**src/rtl/rice_core_hazard_controller_if.sv**
```systemverilog
// ============================================================================
// Module   : rice_core_hazard_controller_if
// Brief    : Pipeline-side bundle of the hazard controller (issue, retire,
//            branch in; stall, flush, redirect, busy out).
// Revision : 1.0
// ============================================================================
`default_nettype none

interface rice_core_hazard_controller_if #(
    parameter int XLEN = 32
);
    logic            i_enable;
    logic            i_issue_valid;
    logic [4:0]      i_issue_rs1;
    logic [4:0]      i_issue_rs2;
    logic [4:0]      i_issue_rd;
    logic            i_retire_valid;
    logic [4:0]      i_retire_rd;
    logic            i_branch_valid;
    logic [XLEN-1:0] i_branch_target;
    logic            o_stall;
    logic            o_flush;
    logic            o_redirect_valid;
    logic [XLEN-1:0] o_redirect_pc;
    logic            o_busy;

    modport master (
        output i_enable, i_issue_valid, i_issue_rs1, i_issue_rs2, i_issue_rd,
        output i_retire_valid, i_retire_rd, i_branch_valid, i_branch_target,
        input  o_stall, o_flush, o_redirect_valid, o_redirect_pc, o_busy
    );

    modport slave (
        input  i_enable, i_issue_valid, i_issue_rs1, i_issue_rs2, i_issue_rd,
        input  i_retire_valid, i_retire_rd, i_branch_valid, i_branch_target,
        output o_stall, o_flush, o_redirect_valid, o_redirect_pc, o_busy
    );
endinterface

`default_nettype wire

```
**src/rtl/rice_core_hazard_controller.sv**
```systemverilog
// ============================================================================
// Module   : rice_core_hazard_controller
// Brief    : Scoreboard RAW stall, multi-cycle branch flush sequencing and
//            disable hold for the IF/ID/EX pipeline.
// Revision : 1.0
// ============================================================================
`default_nettype none

module rice_core_hazard_controller #(
    parameter int XLEN         = 32,
    parameter int FLUSH_CYCLES = 2,
    parameter int PEND_W       = 2
) (
    input  wire logic                    i_clk,
    input  wire logic                    i_rst_n,
    rice_core_hazard_controller_if.slave bus
);

    localparam logic [PEND_W-1:0] c_PEND_MAX  = '1;
    localparam logic [3:0]        c_FCNT_INIT = 4'(FLUSH_CYCLES - 1);

    typedef enum logic [1:0] {
        ST_IDLE  = 2'd0,
        ST_RUN   = 2'd1,
        ST_FLUSH = 2'd2
    } state_t;

    state_t            state_q, state_d;
    logic [3:0]        fcnt_q, fcnt_d;
    logic              redir_valid_q, redir_valid_d;
    logic [XLEN-1:0]   redir_pc_q, redir_pc_d;
    logic              busy_q;
    logic [PEND_W-1:0] pend_q [32];
    logic [PEND_W-1:0] pend_d [32];

    logic w_run;
    logic w_flush;
    logic w_rs1_hit;
    logic w_rs2_hit;
    logic w_rd_full;
    logic w_stall;
    logic w_accept;
    logic w_any_pend;

    assign w_run     = (state_q == ST_RUN);
    assign w_rs1_hit = (bus.i_issue_rs1 != 5'd0) && (pend_q[bus.i_issue_rs1] != '0);
    assign w_rs2_hit = (bus.i_issue_rs2 != 5'd0) && (pend_q[bus.i_issue_rs2] != '0);
    assign w_rd_full = (bus.i_issue_rd  != 5'd0) && (pend_q[bus.i_issue_rd] == c_PEND_MAX);
    assign w_stall   = w_run && bus.i_issue_valid && (w_rs1_hit || w_rs2_hit || w_rd_full);
    // A branch in the same cycle kills the instruction in ID, so it must not be counted.
    assign w_accept  = w_run && bus.i_issue_valid && !w_stall && !bus.i_branch_valid;

    genvar gi;
    generate
        for (gi = 0; gi < 32; gi++) begin : g_pend
            if (gi == 0) begin : g_zero
                assign pend_d[gi] = '0;
            end else begin : g_reg
                logic w_inc;
                logic w_dec;
                assign w_inc = w_accept && (bus.i_issue_rd == 5'(gi));
                // Retire to an empty counter is dropped rather than wrapping.
                assign w_dec = bus.i_retire_valid && (bus.i_retire_rd == 5'(gi))
                               && (pend_q[gi] != '0);
                assign pend_d[gi] = (w_inc && !w_dec) ? pend_q[gi] + 1'b1 :
                                    (!w_inc && w_dec) ? pend_q[gi] - 1'b1 :
                                                        pend_q[gi];
            end
        end
    endgenerate

    always_comb begin
        w_any_pend = 1'b0;
        for (int i = 1; i < 32; i++) begin
            w_any_pend = w_any_pend | (pend_q[i] != '0);
        end
    end

    always_comb begin
        state_d       = state_q;
        fcnt_d        = fcnt_q;
        redir_valid_d = 1'b0;
        redir_pc_d    = redir_pc_q;
        w_flush       = 1'b1;
        case (state_q)
            ST_IDLE: begin
                if (bus.i_enable) begin
                    state_d = ST_RUN;
                end
            end
            ST_RUN: begin
                w_flush = 1'b0;
                if (!bus.i_enable) begin
                    state_d = ST_IDLE;
                end else if (bus.i_branch_valid) begin
                    state_d       = ST_FLUSH;
                    fcnt_d        = c_FCNT_INIT;
                    redir_valid_d = 1'b1;
                    redir_pc_d    = bus.i_branch_target;
                end
            end
            ST_FLUSH: begin
                if (fcnt_q == 4'd0) begin
                    state_d = bus.i_enable ? ST_RUN : ST_IDLE;
                end else begin
                    fcnt_d = fcnt_q - 4'd1;
                end
            end
            default: begin
                state_d = ST_IDLE;
            end
        endcase
    end

    always_ff @(posedge i_clk or negedge i_rst_n) begin
        if (!i_rst_n) begin
            state_q       <= ST_IDLE;
            fcnt_q        <= 4'd0;
            redir_valid_q <= 1'b0;
            redir_pc_q    <= '0;
            busy_q        <= 1'b0;
            for (int i = 0; i < 32; i++) begin
                pend_q[i] <= '0;
            end
        end else begin
            state_q       <= state_d;
            fcnt_q        <= fcnt_d;
            redir_valid_q <= redir_valid_d;
            redir_pc_q    <= redir_pc_d;
            busy_q        <= w_any_pend;
            for (int i = 0; i < 32; i++) begin
                pend_q[i] <= pend_d[i];
            end
        end
    end

    assign bus.o_stall          = w_stall;
    assign bus.o_flush          = w_flush;
    assign bus.o_redirect_valid = redir_valid_q;
    assign bus.o_redirect_pc    = redir_pc_q;
    assign bus.o_busy           = busy_q;

endmodule

`default_nettype wire

```
**src/flat_wrapper.sv**
```systemverilog
// flat-port wrapper written by rule: the top's interface ports become plain ports
module rice_core_hazard_controller_flat 
#(
    parameter int XLEN         = 32,
    parameter int FLUSH_CYCLES = 2,
    parameter int PEND_W       = 2
)
  (i_clk, i_rst_n, bus_i_enable, bus_i_issue_valid, bus_i_issue_rs1, bus_i_issue_rs2, bus_i_issue_rd, bus_i_retire_valid, bus_i_retire_rd, bus_i_branch_valid, bus_i_branch_target, bus_o_stall, bus_o_flush, bus_o_redirect_valid, bus_o_redirect_pc, bus_o_busy);
  rice_core_hazard_controller_if #(.XLEN(XLEN)) bus_i ();
  input  wire logic i_clk;
  input  wire logic i_rst_n;
  input wire logic [$bits(bus_i.i_enable)-1:0] bus_i_enable;
  input wire logic [$bits(bus_i.i_issue_valid)-1:0] bus_i_issue_valid;
  input wire logic [$bits(bus_i.i_issue_rs1)-1:0] bus_i_issue_rs1;
  input wire logic [$bits(bus_i.i_issue_rs2)-1:0] bus_i_issue_rs2;
  input wire logic [$bits(bus_i.i_issue_rd)-1:0] bus_i_issue_rd;
  input wire logic [$bits(bus_i.i_retire_valid)-1:0] bus_i_retire_valid;
  input wire logic [$bits(bus_i.i_retire_rd)-1:0] bus_i_retire_rd;
  input wire logic [$bits(bus_i.i_branch_valid)-1:0] bus_i_branch_valid;
  input wire logic [$bits(bus_i.i_branch_target)-1:0] bus_i_branch_target;
  output wire logic [$bits(bus_i.o_stall)-1:0] bus_o_stall;
  output wire logic [$bits(bus_i.o_flush)-1:0] bus_o_flush;
  output wire logic [$bits(bus_i.o_redirect_valid)-1:0] bus_o_redirect_valid;
  output wire logic [$bits(bus_i.o_redirect_pc)-1:0] bus_o_redirect_pc;
  output wire logic [$bits(bus_i.o_busy)-1:0] bus_o_busy;
  assign bus_i.i_enable = bus_i_enable;
  assign bus_i.i_issue_valid = bus_i_issue_valid;
  assign bus_i.i_issue_rs1 = bus_i_issue_rs1;
  assign bus_i.i_issue_rs2 = bus_i_issue_rs2;
  assign bus_i.i_issue_rd = bus_i_issue_rd;
  assign bus_i.i_retire_valid = bus_i_retire_valid;
  assign bus_i.i_retire_rd = bus_i_retire_rd;
  assign bus_i.i_branch_valid = bus_i_branch_valid;
  assign bus_i.i_branch_target = bus_i_branch_target;
  assign bus_o_stall = bus_i.o_stall;
  assign bus_o_flush = bus_i.o_flush;
  assign bus_o_redirect_valid = bus_i.o_redirect_valid;
  assign bus_o_redirect_pc = bus_i.o_redirect_pc;
  assign bus_o_busy = bus_i.o_busy;
  rice_core_hazard_controller #(.XLEN(XLEN), .FLUSH_CYCLES(FLUSH_CYCLES), .PEND_W(PEND_W)) u_core (.i_clk(i_clk), .i_rst_n(i_rst_n), .bus(bus_i));
endmodule
```
**config.mk**
```make
export PLATFORM = sky130hd
export DESIGN_NAME = rice_core_hazard_controller_flat
export DESIGN_NICKNAME = d
export VERILOG_FILES = /design/src/rtl/rice_core_hazard_controller_if.sv /design/src/rtl/rice_core_hazard_controller.sv /design/src/flat_wrapper.sv
export SDC_FILE = /design/constraint.sdc
export NUM_CORES = 1
export LEC_CHECK = 0
export CORE_MARGIN = 4
export CORE_UTILIZATION = 40
export DETAILED_ROUTE_END_ITERATION = 10
export PLACE_DENSITY = 0.68
export RECOVER_POWER = 25
export SYNTH_ARGS = -nofsm -noshare
export SYNTH_HDL_FRONTEND = slang
export SYNTH_SLANG_ARGS = --single-unit
```
**constraint.sdc**
```tcl
create_clock -name i_clk -period 3.9 [get_ports i_clk]
set_input_delay 0.585 -clock i_clk [delete_from_list [all_inputs] [get_ports i_clk]]
set_output_delay 0.585 -clock i_clk [all_outputs]
set_load 0.1 [all_outputs]
```
After elaboration in Yosys (flattened, before gate mapping)
Index checks and enable logic that the tools add are counted.

operators by class
  equality and inequality tests = 71
  add/sub/neg operators = 63
  reductions and logical operators = 301
  mux-type cells = 85
  $lt $le $gt $ge = 3
  bitwise gates (word level) = 33

operators with widths
  operator             number
  $logic_and 1x1->1    162
  $eq 5x5->1 const B   32
  $mux 2               72
  $reduce_bool 2->1    65
  $eq 5x4->1 const B   16
  $logic_not 1->1      64
  $add 2x1->2 const B  31
  $sub 2x1->2 const B  31
  $eq 5x3->1 const B   8
  $bmux 2 s5           3
  $or 1x1->1           30
  $eq 5x2->1 const B   4
  $ge 6x6->1 const B   3
  $not 5->6            3
  $reduce_bool 5->1    3
  $mux 4               3
  $eq 5x1->1 const B   2
  $ne 2x2->1 const B   4
  $pmux 4 s2           1
  $pmux 2 s3           1
  $reduce_and 3->1     2
  $mux 1               5
  $eq 2x2->1 const B   2
  $logic_not 4->1      1
  7 further kinds      8

word-level totals
  bits of input ports = 58
  output and inout bits = 36
  register bits = 102

Longest topological paths before layout
Gate-level depths: netlist (run 1).

  depth in word-level cells = 31
  mapped depth = 13
  depth with buffers taken out = 10

Worst setup path before layout (run 1)
Ideal clock, no wire load.

  kind = input -> output
  start = in bus_i_issue_rs2[1]
  end = out bus_o_stall
  arrival = 3.625 ns
  stages on the path = 6
  setup slack = -0.310 ns
  path buffers = 1
  path through = buf_6 mux4_2 mux2_2 a2111oi_4 a211oi_1 a31oi_1

between the ends
  word-level cells in the longest chain between the ends = 9

ends and longest elaborated chain
  what                                        line                               RTL
  start, declared                             flat_wrapper.sv:15                 input wire logic [$bits(bus_i.i_issue_rs2)-1:0] bus_i_issue_rs2;
  $not 5->6 (implied by the code)             rice_core_hazard_controller.sv:47  assign w_rs2_hit = (bus.i_issue_rs2 != 5'd0) && (pend_q[bus.i_issue_rs2] != '0);
  $bmux 2 s5                                  rice_core_hazard_controller.sv:47
  $mux 2 (implied by the code) (2 in series)  rice_core_hazard_controller.sv:47
  $reduce_bool 2->1                           rice_core_hazard_controller.sv:47
  $logic_and 1x1->1 (*)                       rice_core_hazard_controller.sv:47
  $logic_or 1x1->1 (*) (2 in series)          rice_core_hazard_controller.sv:49  assign w_stall = w_run && bus.i_issue_valid && (w_rs1_hit || w_rs2_hit || w_rd_full);
  $logic_and 1x1->1 (*)                       rice_core_hazard_controller.sv:49
  end, declared                               flat_wrapper.sv:21                 output wire logic [$bits(bus_i.o_stall)-1:0] bus_o_stall;

Every way passes the cells marked *; elsewhere a longest branch is shown, timed or not. The select of a mux whose other input is x is not followed.

Worst setup path after layout (run 1)
  start = in bus_i_issue_rs1[0]
  end = out bus_o_stall

between the ends
  word-level cells in the longest chain between the ends = 9

ends and longest elaborated chain
  what                                        line                               RTL
  start, declared                             flat_wrapper.sv:14                 input wire logic [$bits(bus_i.i_issue_rs1)-1:0] bus_i_issue_rs1;
  $not 5->6 (implied by the code)             rice_core_hazard_controller.sv:46  assign w_rs1_hit = (bus.i_issue_rs1 != 5'd0) && (pend_q[bus.i_issue_rs1] != '0);
  $bmux 2 s5                                  rice_core_hazard_controller.sv:46
  $mux 2 (implied by the code) (2 in series)  rice_core_hazard_controller.sv:46
  $reduce_bool 2->1                           rice_core_hazard_controller.sv:46
  $logic_and 1x1->1 (*)                       rice_core_hazard_controller.sv:46
  $logic_or 1x1->1 (*) (2 in series)          rice_core_hazard_controller.sv:49
  $logic_and 1x1->1 (*)                       rice_core_hazard_controller.sv:49

Marks and branches as above.

==> results.md, run 1 <==
Power and ir drop:
- The largest vdd supply drop is 0.5718 mV.
- The leakage power is 3.796 nW.
- Power spread over the standard cell area amounts to 700.6 mW/mm².

Synthesis:
- The sequential share of the synthesized area is 39.23%.
- The share of synthesized area in the top cell type comes to 39.23%.
- sky130_fd_sc_hd__dfrtp_1 takes more of the synthesized area than any other cell.
- The commonest cells after synthesis are 125 x sky130_fd_sc_hd__nand2_1, 102 x sky130_fd_sc_hd__dfrtp_1, 79 x sky130_fd_sc_hd__nor2_1, 63 x sky130_fd_sc_hd__xor2_1, 33 x sky130_fd_sc_hd__ha_1.
- Summing every instance area after synthesis gives 0.006506 mm².
- The synthesized design contains 0 enable-type register cells.
- The most common cell in the synthesized netlist is sky130_fd_sc_hd__nand2_1.
- The Yosys step of the flow raised 0 warnings.
- Yosys attributes the largest share of cell area to sky130_fd_sc_hd__dfrtp_1 39%, sky130_fd_sc_hd__xor2_1 8.5%, sky130_fd_sc_hd__nand2_1 7.2%.
- The post-synthesis cell type count is 63.
- Counting flops with an async set or reset pin after synthesis yields a share of 100.0%.
- The average footprint of a synthesized cell is 9.526 µm².
- Synthesis produced a netlist whose cell count is 683.
- Synthesis inferred 102 register bits.
- The most used flip-flop cell after synthesis is sky130_fd_sc_hd__dfrtp_1.
- Synthesis produced a netlist with a net count of 774.

Floorplanning:
- The die is 135.5 µm wide.
- The count of boundary I/O pins is 94.
- The total number of placement rows is 46.
- Measured along the y axis, the die boundary spans 135.5 µm.
- For this configuration, the core starts out at a cell density of 40.96%.
- The core area is 0.01589 mm².
- The overall die area is 0.01837 mm².

STA:
- The actual slew at the worst max-slew pin is 1.805 ns.
- Setup total negative slack on the finished layout was measured at 0 ns.
- The maximum clock frequency is 272.7 MHz.
- The clock period minus final worst setup slack is 3.667 ns.
- The hold violation count in the final report is 0.
- The final setup violation count is 0.
- The tightest hold path in the finished design has a slack of 0.4763 ns.
- The count of final max-slew check failures is 73.
- The worst relative slew slack is -20.35%.
- The setup clock skew after layout is 0.008534 ns.
- The final worst setup slack is 0.2327 ns.
- The final period utilization is 94.03%.
- Setup repair after global routing left no endpoint under its margin.

Global routing:
- The first-pass GRT wire length is 27210 µm.
- The number of antenna violations at the first check in global routing is 0.
- The global-route usage over all layers is 18.91%.
- Global routing finished with a remaining overflow of 0.
- Entering global routing, the biggest net connects 73 pins.
- The via count of the first global-routing pass came to 4992.

Drt:
- The total number of vias is 5244.
- The overall routed net length is 16800 µm.
- The detail route stage leaves a number of antenna-violating nets equal to 0.
- In this run, the number of DRC markers left after iteration 0 of detailed routing was 520.
- After detailed routing, the number of remaining DRC violations is 0.
- The first detailed-routing pass took 5 iterations.
- After detailed routing, the average wire length per cell comes to 16.73 µm.
- After detailed routing, the number of vias per cell comes to 5.223.

Setup path:
- STA classifies the critical path startpoint as an input port.
- The critical path data required time is 3.31 ns.
- The worst setup path is captured at a primary output.
- The maximum fanout along the worst path is 21.
- The setup path with the least slack is of type input port to primary output.
- The signal arrival time at the worst endpoint is 3.08 ns.

Clock tree:
- Buffers inserted during clock tree synthesis total 9.
- The count of clock tree sinks is 102.
- TritonCTS built the clock tree.
- The clock tree synthesis step divided the H-tree into 3 levels.
- The largest buffer count on any clock path is 2.
- The clock reaches the later pin of the worst-skew pair after 0.36 ns.
- The library cell used as clock root buffer is sky130_fd_sc_hd__clkbuf_16.
- After clock tree synthesis, the clock-pin slew on the worst setup and hold paths is 0.08 ns.

Placed design:
- In this run the tool buffered the top-level ports with 93 buffer cells.
- The half-perimeter wire length after detailed placement is 12600 µm.
- Counting tap cells, the placed design contains a total of 988 instances.
- The setup slack after placement is 0.1370 ns.
- Routability-driven placement finished with a final weighted congestion of 0.8888.

Cells and area:
- Fill cells in the final layout number 1468.
- After the last flow step, the layout net total stands at 874.
- The relative area change from synthesis to final layout is 24.69%.
- The number of antenna diodes in the final layout is 0.
- The final instance count without filler cells is 1004.
- The share of post-route cells with drive strength above 1 is 8.883%.

Run:
- The number of max-cap violations is 1.

Min path:
- The path type of the worst min-delay path is flop to flop.

Run status:
- The run finished, with violations left.
- The final reports fail on max-capacitance violations, max-slew violations.
what timing repair did:
action / CTS / global route
endpoints found under the setup margin: 0 / 1
endpoints found under the hold margin: 0 / 0
gates resized for setup: 0 / 1
setup buffers: 0 / 0
hold buffers: 0 / 0
cells in the final DEF (no fill, tap or decap), types with 7 or more instances in the layout:
cell / instances
sky130_fd_sc_hd__and2_1: 19
sky130_fd_sc_hd__dfrtp_1: 102
sky130_fd_sc_hd__nor2b_1: 8
sky130_fd_sc_hd__nand4_1: 7
sky130_fd_sc_hd__xnor2_1: 32
sky130_fd_sc_hd__mux4_2: 10
sky130_fd_sc_hd__xor2_1: 63
sky130_fd_sc_hd__nor3_1: 20
sky130_fd_sc_hd__inv_1: 7
sky130_fd_sc_hd__nor2_1: 79
sky130_fd_sc_hd__nand3b_1: 31
sky130_fd_sc_hd__clkdlybuf4s50_1: 90
sky130_fd_sc_hd__nand2b_1: 7
sky130_fd_sc_hd__nand2_1: 125
sky130_fd_sc_hd__buf_4: 22
sky130_fd_sc_hd__ha_1: 33
sky130_fd_sc_hd__nand3_1: 12
sky130_fd_sc_hd__a21oi_1: 14
sky130_fd_sc_hd__a211oi_1: 10
sky130_fd_sc_hd__clkbuf_16: 9
kinds of logic after synthesis:
group                      after synthesis  synth area share (%)
AOI/OAI and AO/OA                       67                 9.077
xor gates and xnor gates                95                 12.79
adders and majority gates               33                 6.346
buffers and inverters                   37                 2.692
DFF                                    102                 39.23
muxes                                   15                 4.750
and+or+nand+nor                        334                 25.12
per-layer routing:
metal  global-route usage [%]  vias up  wire length, µm
met4                    4.591        0              294
met3                    4.235       26             1074
met2                    30.50      160             8013
met5                        0        -                0
li1                         -     2559                -
met1                    26.01     2499             7419
final timing paths:
| path | from | endpoint | slack (ns) | cells past startpoint |
|---|---|---|---|---|
| setup / recovery | bus_i_issue_rs1[0] | bus_o_stall | 0.23 | 9 |
| hold / removal | u_core.bus.o_redirect_pc[9] | u_core.bus.o_redirect_pc[9] | 0.48 | 2 |
| setup reg to reg | u_core.pend_q[38] | u_core.pend_q[13] | 0.86 | 12 |
| hold reg to reg | u_core.bus.o_redirect_pc[9] | u_core.bus.o_redirect_pc[9] | 0.48 | 2 |
| max in group asynchronous | i_rst_n | u_core.pend_q[11] | 2.09 | 2 |
| min in group asynchronous | i_rst_n | u_core.bus.o_redirect_pc[16] | 0.70 | 1 |
layout make-up:
| class | count | area (µm²) | share of cell area [%] |
|---|---|---|---|
| sequential | 102 | 2552 | 31.46 |
| clock buffer | 9 | 225.2 | 2.776 |
| tap | 216 | 270.3 | 3.331 |
| clock inverter | 7 | 86.33 | 1.064 |
| timing repair buffer | 118 | 1164 | 14.34 |
| multi-input combinational | 544 | 3785 | 46.65 |
| inverter | 8 | 30.03 | 0.3701 |
state kept, by name, indices dropped and copies added (netlist names):
name                         cells
u_core.state_q                   2
u_core.bus.o_busy                1
u_core.pend_q                   62
u_core.bus.o_redirect_valid      1
u_core.bus.o_redirect_pc        32
u_core.fcnt_q                    4
report_power, final:
| part | internal (mW) | switching, mW | total (mW) |
|---|---|---|---|
| combinational | 0.897 | 2.01 | 2.91 |
| clock | 0.513 | 0.438 | 0.951 |
| sequential | 1.44 | 0.384 | 1.83 |
through the flow:
| stage | utilization [%] | instance area [µm²] | power [mW] |
|---|---|---|---|
| after floorplan | - | 6513 | 3.954 |
| after global placement | 49.11 | 7801 | 4.724 |
| after detailed placement | 49.11 | 7801 | 4.740 |
| after CTS | 51.07 | 8113 | 5.711 |
| after global routing | 51.07 | 8113 | 5.966 |
| final | 51.07 | 8113 | 5.684 |
worst max-delay path: stages:
cell and delay, ns:
sky130_fd_sc_hd__clkdlybuf4s50_1 0.53, sky130_fd_sc_hd__buf_12 0.18, sky130_fd_sc_hd__nor3_1 0.06, sky130_fd_sc_hd__a2111oi_0 0.71
sky130_fd_sc_hd__o41ai_4 0.17, sky130_fd_sc_hd__o311ai_4 0.18, sky130_fd_sc_hd__a211oi_1 0.16, sky130_fd_sc_hd__a31oi_2 0.27
sky130_fd_sc_hd__buf_12 0.22
(Power assumes the default switching activity.)
==> run 2: changes to the inputs <==
--- a/config.mk
+++ b/config.mk
@@ -7,2 +7,3 @@
 export LEC_CHECK = 0
+export CORE_ASPECT_RATIO = 1.75
 export CORE_MARGIN = 4
--- a/constraint.sdc
+++ b/constraint.sdc
@@ -3,2 +3,2 @@
 set_output_delay 0.585 -clock i_clk [all_outputs]
-set_load 0.1 [all_outputs]
+set_load 0.01 [all_outputs]
==> results.md, run 2 (synthesis gave the netlist of run 1 again) <==
Cells and area:
- The fill cell total of the finished layout is 1452 (-1.1%).
- The combined area of the multi-input logic cells is 0.003820 mm² (+0.93%).
- The total number of nets in the final design is 895 (+2.4%).
- Ranked by flip-flop count, first place goes to u_core.pend_q.
- The finished layout cell area is 0.008270 mm² (+1.9%).
- Leaving out fill and tap cells, the most frequent cells in the layout are 125 x sky130_fd_sc_hd__nand2_1, 102 x sky130_fd_sc_hd__dfrtp_1, 90 x sky130_fd_sc_hd__clkdlybuf4s50_1.
- The flip-flop count of the largest register after layout is 62 (unchanged).
- The register area came to 0.002552 mm² (unchanged).
- The share of post-route cells with drive strength above 1 is 11.87% (+3.0 points).
- The leading cell type in the layout, fill and taps excluded is sky130_fd_sc_hd__nand2_1.
- The area growth from synthesis to layout is 27.12%.
- The utilization of the core after routing is 51.85% (+0.78 points).
- The antenna diode instance count is 0 (unchanged).

Drt:
- The total DRC errors in the routed layout is 0 (unchanged).
- The first-pass iteration count of the detailed router was 5 (unchanged).
- The remaining number of nets flagged by the antenna check after routing is 0 (unchanged).
- The routed length per instance is 18.29 µm (+9.3%).
- The routed via count divided by cell count is 5.472 (+4.8%).
- The initial DRC count is 225 (-57%).
- The overall routed net length is 18250 µm (+8.6%).
- The total number of vias is 5461 (+4.1%).

STA:
- The final period utilization is 97.25% (+3.2 points).
- The maximum clock frequency is 263.7 MHz (-3.3%).
- The hold violation count in the final report is 0 (unchanged).
- The count of final max-slew check failures is 0 (-100%).
- The final setup violation count was 0 (unchanged).
- The worst relative slew slack is 1.444% (+22 points).
- The actual slew at the worst max-slew pin came to 1.478 ns (-0.3269 ns).
- The accumulated negative setup slack is 0 ns (unchanged).
- The final worst setup slack is 0.1071 ns (-0.1256 ns).
- The setup clock skew after layout is 0.01243 ns (+0.003891 ns).
- The clock period minus final worst setup slack is 3.793 ns (+0.1256 ns).
- Setup repair after global routing left no endpoint under its margin.

Floorplanning:
- The overall die height is 176.7 µm (+30%).
- The width of the die is 104.4 µm (-23%).
- The initial core utilization was 40.79% (-0.17 points).
- The overall die area is 0.01845 mm² (+0.44%).
- The total number of placement rows came to 61 (+33%).
- The count of boundary I/O pins is 94 (unchanged).
- The core area is 0.01595 mm² (+0.42%).

Setup path:
- On the critical path, the stage with the largest delay is an instance of sky130_fd_sc_hd__mux4_2.
- Walking the worst path, the cells encountered are clkdlybuf4s50_1, buf_12, nor3_1, a21oi_1, mux4_2, a22o_4, a211oi_2, a31oi_1, buf_4, clkdlybuf4s50_1.
- STA classifies the critical path startpoint as an input port.
- The critical path data required time is 3.31 ns (about the same).
- By instance count, the cell type seen most on the critical path is sky130_fd_sc_hd__clkdlybuf4s50_1.
- The critical path start-end classification is input port to primary output.
- The largest stage delay on the critical path is 0.51 ns (-0.20 ns).
- The maximum fanout along the worst path was 14 (-33%).
- The type of element capturing the critical path is a primary output.
- The signal arrival time at the worst endpoint is 3.21 ns (+0.13 ns).

Run:
- The number of max-cap violations is 0 (-1).

Placed design:
- The half-perimeter wire length after detailed placement is 14120 µm (+12%).
- The total of buffers placed on input and output ports came to 93 (unchanged).
- The routability congestion estimate is 0.9556 (+7.5%).
- The cell area reported after detailed placement was 0.007904 mm² (+1.3%).
- The setup slack after placement is -0.1747 ns (-0.3116 ns).

Power and ir drop:
- The largest vdd supply drop is 0.3475 mV (-39%).
- The leakage power came to 3.904 nW (+2.8%).
- The overall power after layout is 4.604 mW (-19%).
- The power density over the cells is 556.7 mW/mm² (-21%).

Clock tree:
- The clock transition at the register clock pins on the worst setup and hold paths after CTS is 0.07 ns (about the same).
- The library cell used as clock root buffer is sky130_fd_sc_hd__clkbuf_16.
- The number of buffers inserted for hold repair after clock tree synthesis is 0 (unchanged).
- The number of H-tree levels is 3 (unchanged).
- The count of clock tree sinks is 102 (unchanged).
- The TritonCTS buffer count is 9 (unchanged).
- The largest buffer count on any clock path was 2 (unchanged).
- The insertion delay to the later sink of the worst-skew pair is 0.36 ns (about the same).
- TritonCTS built the clock tree.

Global routing:
- The largest net degree at the start of global routing is 59 (-19%).
- The first-pass GRT wire length was 29480 µm (+8.3%).
- The number of antenna violations at the first check in global routing was 0 (unchanged).
- The total congestion overflow after global routing is 0 (unchanged).
- The via count of the first global-routing pass is 5633 (+13%).
- The global-route usage over all layers is 20.42% (+1.5 points).

Run status:
- The flow ran to the end, and the final reports show no timing, DRC or antenna violations.

Min path:
- The path type of the worst min-delay path is flop to flop.
run 2: cell count changes in the layout (fill, tap and decap cells not counted), moves of 2 or more:
cell | previous run | this run
sky130_fd_sc_hd__buf_4 | 22 | 38
sky130_fd_sc_hd__a211oi_1 | 10 | 6
sky130_fd_sc_hd__a211oi_2 | 0 | 4
sky130_fd_sc_hd__a2111oi_0 | 2 | 0
sky130_fd_sc_hd__a2111oi_2 | 2 | 4
run 2: final cells by class:
cell class,count,area share [%]
inverters,8,0.3631
repair buffers,139,16.11
flip-flops and latches,102,30.86
well taps,189,2.859
multi-input cells,544,46.19
clock inverters,7,0.8926
clock buffers,9,2.723
run 2: what timing repair did:
action / 4_1_cts / 5_1_grt
gates resized for setup: 7 / 6
gates cloned: 0 / 1
setup buffers: 0 / 3
pin swaps: 0 / 2
endpoints found under the setup margin: 1 / 1
run 2: worst max-delay path: cells and delay by family:
kind	cells	cell delay, ns
compound gates	4	0.68
buf+inv	4	1.25
simple gates	1	0.20
mux	1	0.51
run 2: worst paths after layout:
path	slack, ns	cells past startpoint	startpoint	endpoint
worst min-delay path	0.47	2	u_core.bus.o_redirect_pc[21]	u_core.bus.o_redirect_pc[21]
worst min register to register	0.47	2	u_core.bus.o_redirect_pc[21]	u_core.bus.o_redirect_pc[21]
min in group asynchronous	0.57	1	i_rst_n	u_core.bus.o_redirect_pc[24]
worst max-delay path	0.11	10	bus_i_issue_rs2[0]	bus_o_stall
max in group asynchronous	1.59	2	i_rst_n	u_core.pend_q[26]
worst max register to register	0.42	12	u_core.pend_q[0]	u_core.pend_q[31]
run 2: report_power, final:
part	internal, mW	switching, mW	leakage [nW]
Sequential	1.44	0.396	1.33
Clock	0.455	0.448	0.147
Combinational	0.964	0.900	2.42
Total	2.86	1.74	3.90
run 2: per-layer routing:
layer	vias up	GRT usage, %	part of all wire, %
met1	2602	21.14	36
met5	-	0	0
li1	2595	-	-
met4	0	13.14	6.6
met3	68	4.162	5.5
met2	196	37.14	52
run 2: metrics by stage:
step	instances	hold WS, ns
global route	998	0.4983
global placement	978	0.4571
floorplan	683	0.2894
finish	998	0.4735
detailed placement	978	0.4626
CTS	994	0.3253
